`src/rtl/stdout_uart_pkg.sv`:
```
// Shared definitions for the stdout UART: TX state encoding and default sizing.
package stdout_uart_pkg;

   localparam int DEF_CLKS_PER_BIT = 868;   // 115200 baud from a 100 MHz clock
   localparam int DEF_FIFO_DEPTH   = 16;

   typedef enum logic [1:0] {
      IDLE  = 2'd0,
      START = 2'd1,
      DATA  = 2'd2,
      STOP  = 2'd3
   } tx_state_e;

endpackage

```
`src/rtl/stdout_uart_byte_fifo.sv`:
```
// Power-of-two byte FIFO; a push into a full FIFO is ignored even if a pop happens that cycle.
module byte_fifo #(
   parameter int DEPTH = 16
) (
   input  logic                     clk,
   input  logic                     reset,
   input  logic                     push,
   input  logic [7:0]               din,
   input  logic                     pop,
   output logic [7:0]               dout,
   output logic                     full,
   output logic                     empty,
   output logic [$clog2(DEPTH):0]   count
);

   localparam int             AW       = $clog2(DEPTH);
   localparam logic [AW:0]    FULL_CNT = (AW + 1)'(DEPTH);
   localparam logic [AW:0]    CNT_ONE  = (AW + 1)'(1);

   logic [7:0]    mem [DEPTH];
   logic [AW-1:0] rd_ptr;
   logic [AW-1:0] wr_ptr;
   logic          do_push;
   logic          do_pop;

   assign full    = (count == FULL_CNT);
   assign empty   = (count == '0);
   assign do_push = push && !full;
   assign do_pop  = pop && !empty;
   assign dout    = mem[rd_ptr];

   always_ff @(posedge clk) begin
      if (do_push && !reset) begin
         mem[wr_ptr] <= din;
      end
   end

   // Pointers are exactly AW bits wide, so they wrap modulo DEPTH on their own.
   always_ff @(posedge clk) begin
      if (reset) begin
         rd_ptr <= '0;
         wr_ptr <= '0;
         count  <= '0;
      end else begin
         if (do_push) wr_ptr <= wr_ptr + 1'b1;
         if (do_pop)  rd_ptr <= rd_ptr + 1'b1;
         unique case ({do_push, do_pop})
            2'b10:   count <= count + CNT_ONE;
            2'b01:   count <= count - CNT_ONE;
            default: count <= count;
         endcase
      end
   end

endmodule

```
`src/rtl/stdout_uart.sv`:
```
// Byte-wide stdout capture into a FIFO, serialised as 8N1 UART frames on txd.
//
// state | meaning
// IDLE  | line high; pops the FIFO head into the shifter when data is waiting
// START | start bit, txd low for CLKS_PER_BIT cycles
// DATA  | eight data bits, LSB first, CLKS_PER_BIT cycles each
// STOP  | stop bit, txd high for CLKS_PER_BIT cycles
module stdout_uart
   import stdout_uart_pkg::*;
#(
   parameter int CLKS_PER_BIT = DEF_CLKS_PER_BIT,
   parameter int FIFO_DEPTH   = DEF_FIFO_DEPTH
) (
   input  logic       clk,
   input  logic       reset,
   input  logic [7:0] wdata,
   input  logic       we,
   output logic       full,
   output logic       overflow,
   output logic       busy,
   output logic       txd
);

   localparam int          CW        = $clog2(FIFO_DEPTH) + 1;
   localparam logic [15:0] BAUD_LAST = 16'(CLKS_PER_BIT - 1);

   tx_state_e     state;
   logic [15:0]   baud_cnt;
   logic [2:0]    bit_idx;
   logic [7:0]    shift;
   logic [7:0]    fifo_dout;
   logic          fifo_empty;
   logic [CW-1:0] fifo_count;
   logic          pop;
   logic          baud_tc;

   assign pop     = (state == IDLE) && !fifo_empty;
   assign baud_tc = (baud_cnt == BAUD_LAST);
   assign busy    = (fifo_count != '0) || (state != IDLE);

   byte_fifo #(
      .DEPTH (FIFO_DEPTH)
   ) u_fifo (
      .clk   (clk),
      .reset (reset),
      .push  (we),
      .din   (wdata),
      .pop   (pop),
      .dout  (fifo_dout),
      .full  (full),
      .empty (fifo_empty),
      .count (fifo_count)
   );

   always_ff @(posedge clk) begin
      if (reset) begin
         overflow <= 1'b0;
      end else if (we && full) begin
         overflow <= 1'b1;
      end
   end

   // txd follows the state one cycle later, giving the push-to-start-bit latency of two edges.
   always_ff @(posedge clk) begin
      if (reset) begin
         txd <= 1'b1;
      end else begin
         unique case (state)
            START:   txd <= 1'b0;
            DATA:    txd <= shift[0];
            default: txd <= 1'b1;
         endcase
      end
   end

   always_ff @(posedge clk) begin
      if (reset) begin
         state    <= IDLE;
         baud_cnt <= '0;
         bit_idx  <= '0;
         shift    <= '0;
      end else begin
         unique case (state)
            IDLE: begin
               baud_cnt <= '0;
               bit_idx  <= '0;
               if (pop) begin
                  shift <= fifo_dout;
                  state <= START;
               end
            end
            START: begin
               if (baud_tc) begin
                  baud_cnt <= '0;
                  state    <= DATA;
               end else begin
                  baud_cnt <= baud_cnt + 16'd1;
               end
            end
            DATA: begin
               if (baud_tc) begin
                  baud_cnt <= '0;
                  shift    <= {1'b0, shift[7:1]};
                  bit_idx  <= bit_idx + 3'd1;
                  if (bit_idx == 3'd7) state <= STOP;
               end else begin
                  baud_cnt <= baud_cnt + 16'd1;
               end
            end
            STOP: begin
               if (baud_tc) begin
                  baud_cnt <= '0;
                  state    <= IDLE;
               end else begin
                  baud_cnt <= baud_cnt + 16'd1;
               end
            end
            default: state <= IDLE;
         endcase
      end
   end

endmodule
```
`config.mk`:
```
export PLATFORM = sky130hd
export DESIGN_NAME = stdout_uart
export DESIGN_NICKNAME = d
export VERILOG_FILES = /design/src/rtl/stdout_uart_pkg.sv /design/src/rtl/stdout_uart_byte_fifo.sv /design/src/rtl/stdout_uart.sv
export SDC_FILE = /design/constraint.sdc
export NUM_CORES = 1
export LEC_CHECK = 0
export CORE_ASPECT_RATIO = 0.9
export CORE_UTILIZATION = 30
export CTS_BUF_LIST = sky130_fd_sc_hd__clkbuf_4
export DETAILED_ROUTE_END_ITERATION = 8
export GPL_TIMING_DRIVEN = 0
export HOLD_SLACK_MARGIN = 0.12
export SLEW_MARGIN = 20
export SYNTH_ARGS = -nofsm -noshare
export SYNTH_HDL_FRONTEND = slang
export SYNTH_HIERARCHICAL = 1
export SYNTH_SLANG_ARGS = --single-unit
```
`constraint.sdc`:
```
create_clock -name clk -period 3.4 [get_ports clk]
set_input_delay 0.34 -clock clk [delete_from_list [all_inputs] [get_ports clk]]
set_output_delay 0.34 -clock clk [all_outputs]
set_load 0.05 [all_outputs]
```
==> implementation parameters <==
Parameter                              Value

Run status
  Outcome ... complete, no violations

Timing
  Slew of the pin with the lowest slew margin ... 0.7066 ns
  Number of failing setup endpoints in the final timing report ... 0
  Max-slew violation count ... 0
  Achievable frequency ... 323.0 MHz
  Final Hold Vio Count ... 0
  Minimum period implied by the final worst setup slack ... 3.096 ns
  Max_slew headroom ... 0.5289
  Unrepaired setup endpoints after global routing ... false
  Minimum setup slack in the final design ... 0.3037 ns
  Ratio of final minimum period to clock period ... 0.9107
  Post-Route Skew ... 0.02219 ns
  Accumulated negative setup slack ... 0 ns

Synth
  Async set or reset register ratio after synthesis ... 0
  Portion of synthesized cell area occupied by the leading cell type ... 0.5167
  Mean cell area of the mapped netlist ... 15.00 um^2
  Number of synthesized flops with an enable pin ... 128
  Number of warnings issued by yosys ... 6
  Dominant cells by area after synthesis ... edfxtp_1, dfxtp_1, mux4_2
  Cell area after synthesis ... 0.007438 mm^2
  Sequential share of the synthesized area ... 0.6459
  Leading area contributor after synthesis ... edfxtp_1
  Synthesized Nets ... 524
  Library cells used by synthesis ... 52
  Gate Count Post-Synth ... 496
  Number of flip-flops and latches in the synthesized netlist ... 176
  Top FF cell, synth ... edfxtp_1

Global route
  Global-route wire length before repair ... 24.11 mm
  Largest net degree at the start of global routing ... 17
  Initial antenna violation count ... 1
  Via count of the first global-routing pass ... 4284
  Overall Global Routing Usage ... 0.1276
  Gr ovfl total ... 0

Floorplan
  Core Region ... 0.02432 mm^2
  Placement Rows ... 54
  Area of the die ... 0.02543 mm^2
  Top-Level Pins ... 15
  Die Ht ... 151.4 um
  Horizontal die dimension ... 168.0 um
  Starting Density ... 0.3058

Routing
  Via count ... 4267
  Vias per Instance ... 5.020
  Post-route antenna net violation count ... 0
  DRC violation count after routing ... 0
  Number of design-rule violations left by the first detailed-router iteration ... 419
  DR pass1 iterations ... 5
  Average wire per standard cell ... 18.03 um
  Routed Wire Length ... 15.32 mm

Placement
  Port bufs ... 13
  Placed wire-length estimate after detailed placement ... 10.39 mm
  DP Worst Slack ... 0.2054 ns
  Post-place instance area ... 0.007954 mm^2
  Routability Congestion ... 0.8119

Finish
  Final net count ... 557
  Ratio of cells with drive above 1 in the final layout ... 0.1756
  Final cell area excluding filler cells ... 0.008255 mm^2
  Area added between synthesis and finish ... 10.98%
  Final core utilization ... 0.3394

Worst hold path
  Worst min-delay path category ... input port to flip-flop

Setup path
  Data required time at the worst endpoint ... 3.86 ns
  CP max FO ... 7
  Startpoint-to-endpoint class of the critical path ... flip-flop to flip-flop
  Worst setup SP type ... flip-flop
  Critical path arrival ... 3.55 ns
  Capturing element type of the critical path ... flip-flop

Power and ir drop
  Internal power ... 3.645 mW
  Power per cell area ... 663.0 mW/mm^2
  Net switching share of the total power ... 0.3341
  Reported leakage power ... 2.706 nW
  Share of power burned in the clock network ... 0.220
  Worst vdd rail ir drop ... 0.2474 mV
  Register share of total power ... 0.458
  Gate power share ... 0.322
  Switching power summed over all nets ... 1.828 mW

Clocking
  CTS Buf Count ... 17
  CTS Sinks ... 176
  Clock insertion delay at the later pin of the skew report ... 0.56 ns
  H-tree depth reported by CTS ... 4
  Buffer levels on the longest clock path ... 2
  Master cell of the clock root buffer ... clkbuf_4
  TritonCTS clock tree ... built
  Reg clk slew, reported paths ... 0.14 ns

Flow run
  Maximum Capacitance Violations ... 0
[registers in the layout (all words and copies together), names as in the netlist, named ones only]
| signal | flops |
|---|---|
| u_fifo/count | 5 |
| shift | 8 |
| u_fifo/rd_ptr | 4 |
| state | 2 |
| u_fifo/wr_ptr | 4 |
| bit_idx | 3 |
| txd | 1 |
| overflow | 1 |
| baud_cnt | 16 |
| u_fifo/mem | 128 |
[routing by layer]
layer	GRT usage	vias to the layer above	share of wire
li1	-	1965	-
met1	0.1619	2188	0.44
met2	0.2163	93	0.51
met3	0.02508	21	0.036
met4	0.04862	0	0.018
met5	0	-	0
[cells in the mapped netlist (all sizes together) (4+ instances only)]
cell type and n:
xnor2 12, a21oi 10, buf 16, dfxtp 48
nor2b 4, xor2 10, mux2 8, clkbuf 9
ha 16, nand4 8, edfxtp 128, inv 22
a22oi 16, a211oi 17, nor2 46, nand2 17
mux4 32, nor4 8, and3 18, nand3 8
nor3 9
[final cells by class]
| class | count | area [um^2] |
|---|---|---|
| Tap cell | 308 | 385.4 |
| Inverter | 22 | 82.58 |
| Fill cell | 2353 | 16070 |
| Sequential cell | 176 | 4805 |
| Timing Repair Buffer | 14 | 140.1 |
| Multi-Input combinational cell | 273 | 2399 |
| Clock inverter | 13 | 151.4 |
| Antenna cell | 1 | 2.502 |
| Buffer | 25 | 155.1 |
| Clock buffer | 18 | 135.1 |
[placed cells by master (no fill, tap or decap), types with 5 or more instances in the layout]
cell             count
edfxtp_1           128
dfxtp_1             48
nor2_1              46
mux4_2              32
inv_1               22
and3_1              18
clkbuf_4            18
nand2_1             17
a211oi_1            17
ha_1                16
a22oi_1             16
clkdlybuf4s50_1     13
xnor2_1             12
a21oi_1             10
xor2_1              10
nor3_1               9
nand4_1              8
nand3_1              8
mux2_2               8
nor4_1               7
clkbuf_1             7
buf_6                5
buf_1                5
inv_6                5
[power groups by stage]
stage / sequential (mW) / clock, mW / combinational (mW)
detailed placement: 2.55 / 0 / 1.75
global route: 2.52 / 1.34 / 1.94
CTS: 2.51 / 1.26 / 1.76
finish: 2.51 / 1.21 / 1.76
global placement: 2.54 / 0 / 1.69
floorplan: 2.54 / 0 / 1.34
[worst max-delay path, cell delays in order (launching register included)]
cell	delay, ns
dfxtp_1	0.37
inv_1	0.13
ha_1	0.30
nor2b_2	0.36
o21ai_4	0.12
inv_1	0.07
ha_1	0.24
inv_1	0.10
fa_1	0.40
nand2b_1	0.16
a21oi_1	0.17
mux2i_1	0.24
mux2_2	0.35
[path summary, 6_finish.rpt]
path | start | endpoint | slack (ns) | cells past startpoint
worst min-delay path | reset | shift[5] | 0.20 | 2
worst max-delay path | state[1] | u_fifo/count[4] | 0.30 | 12
worst max register to register | state[1] | u_fifo/count[4] | 0.30 | 12
worst min register to register | shift[5] | shift[5] | 0.47 | 2
[per-stage QoR]
stage               total power [mW]  instances  hold WS (ns)
floorplan                      3.885        496        0.4304
global placement               4.229        817        0.4397
detailed placement             4.308        817        0.4461
CTS                            5.525        849        0.1312
global route                   5.796        850        0.1592
finish                         5.474        850        0.1957
[cells by family after synthesis]
logic type	synth area share
and+or+nand+nor	0.09739
adders and majority gates	0.02960
muxes	0.1130
DFF	0.6459
buffers and inverters	0.03196
AOI/OAI and AO/OA	0.05618
xor gates and xnor gates	0.02590
[repair_timing]
| action | 4_1_cts | 5_1_grt |
|---|---|---|
| hold endpoints to repair | 12 | 0 |
| endpoints found under the setup margin | 0 | 1 |
| setup buffers | 0 | 0 |
| gates resized for setup | 0 | 1 |
| hold buffers | 1 | 0 |
Note: power is estimated with default switching activity, not from simulation.
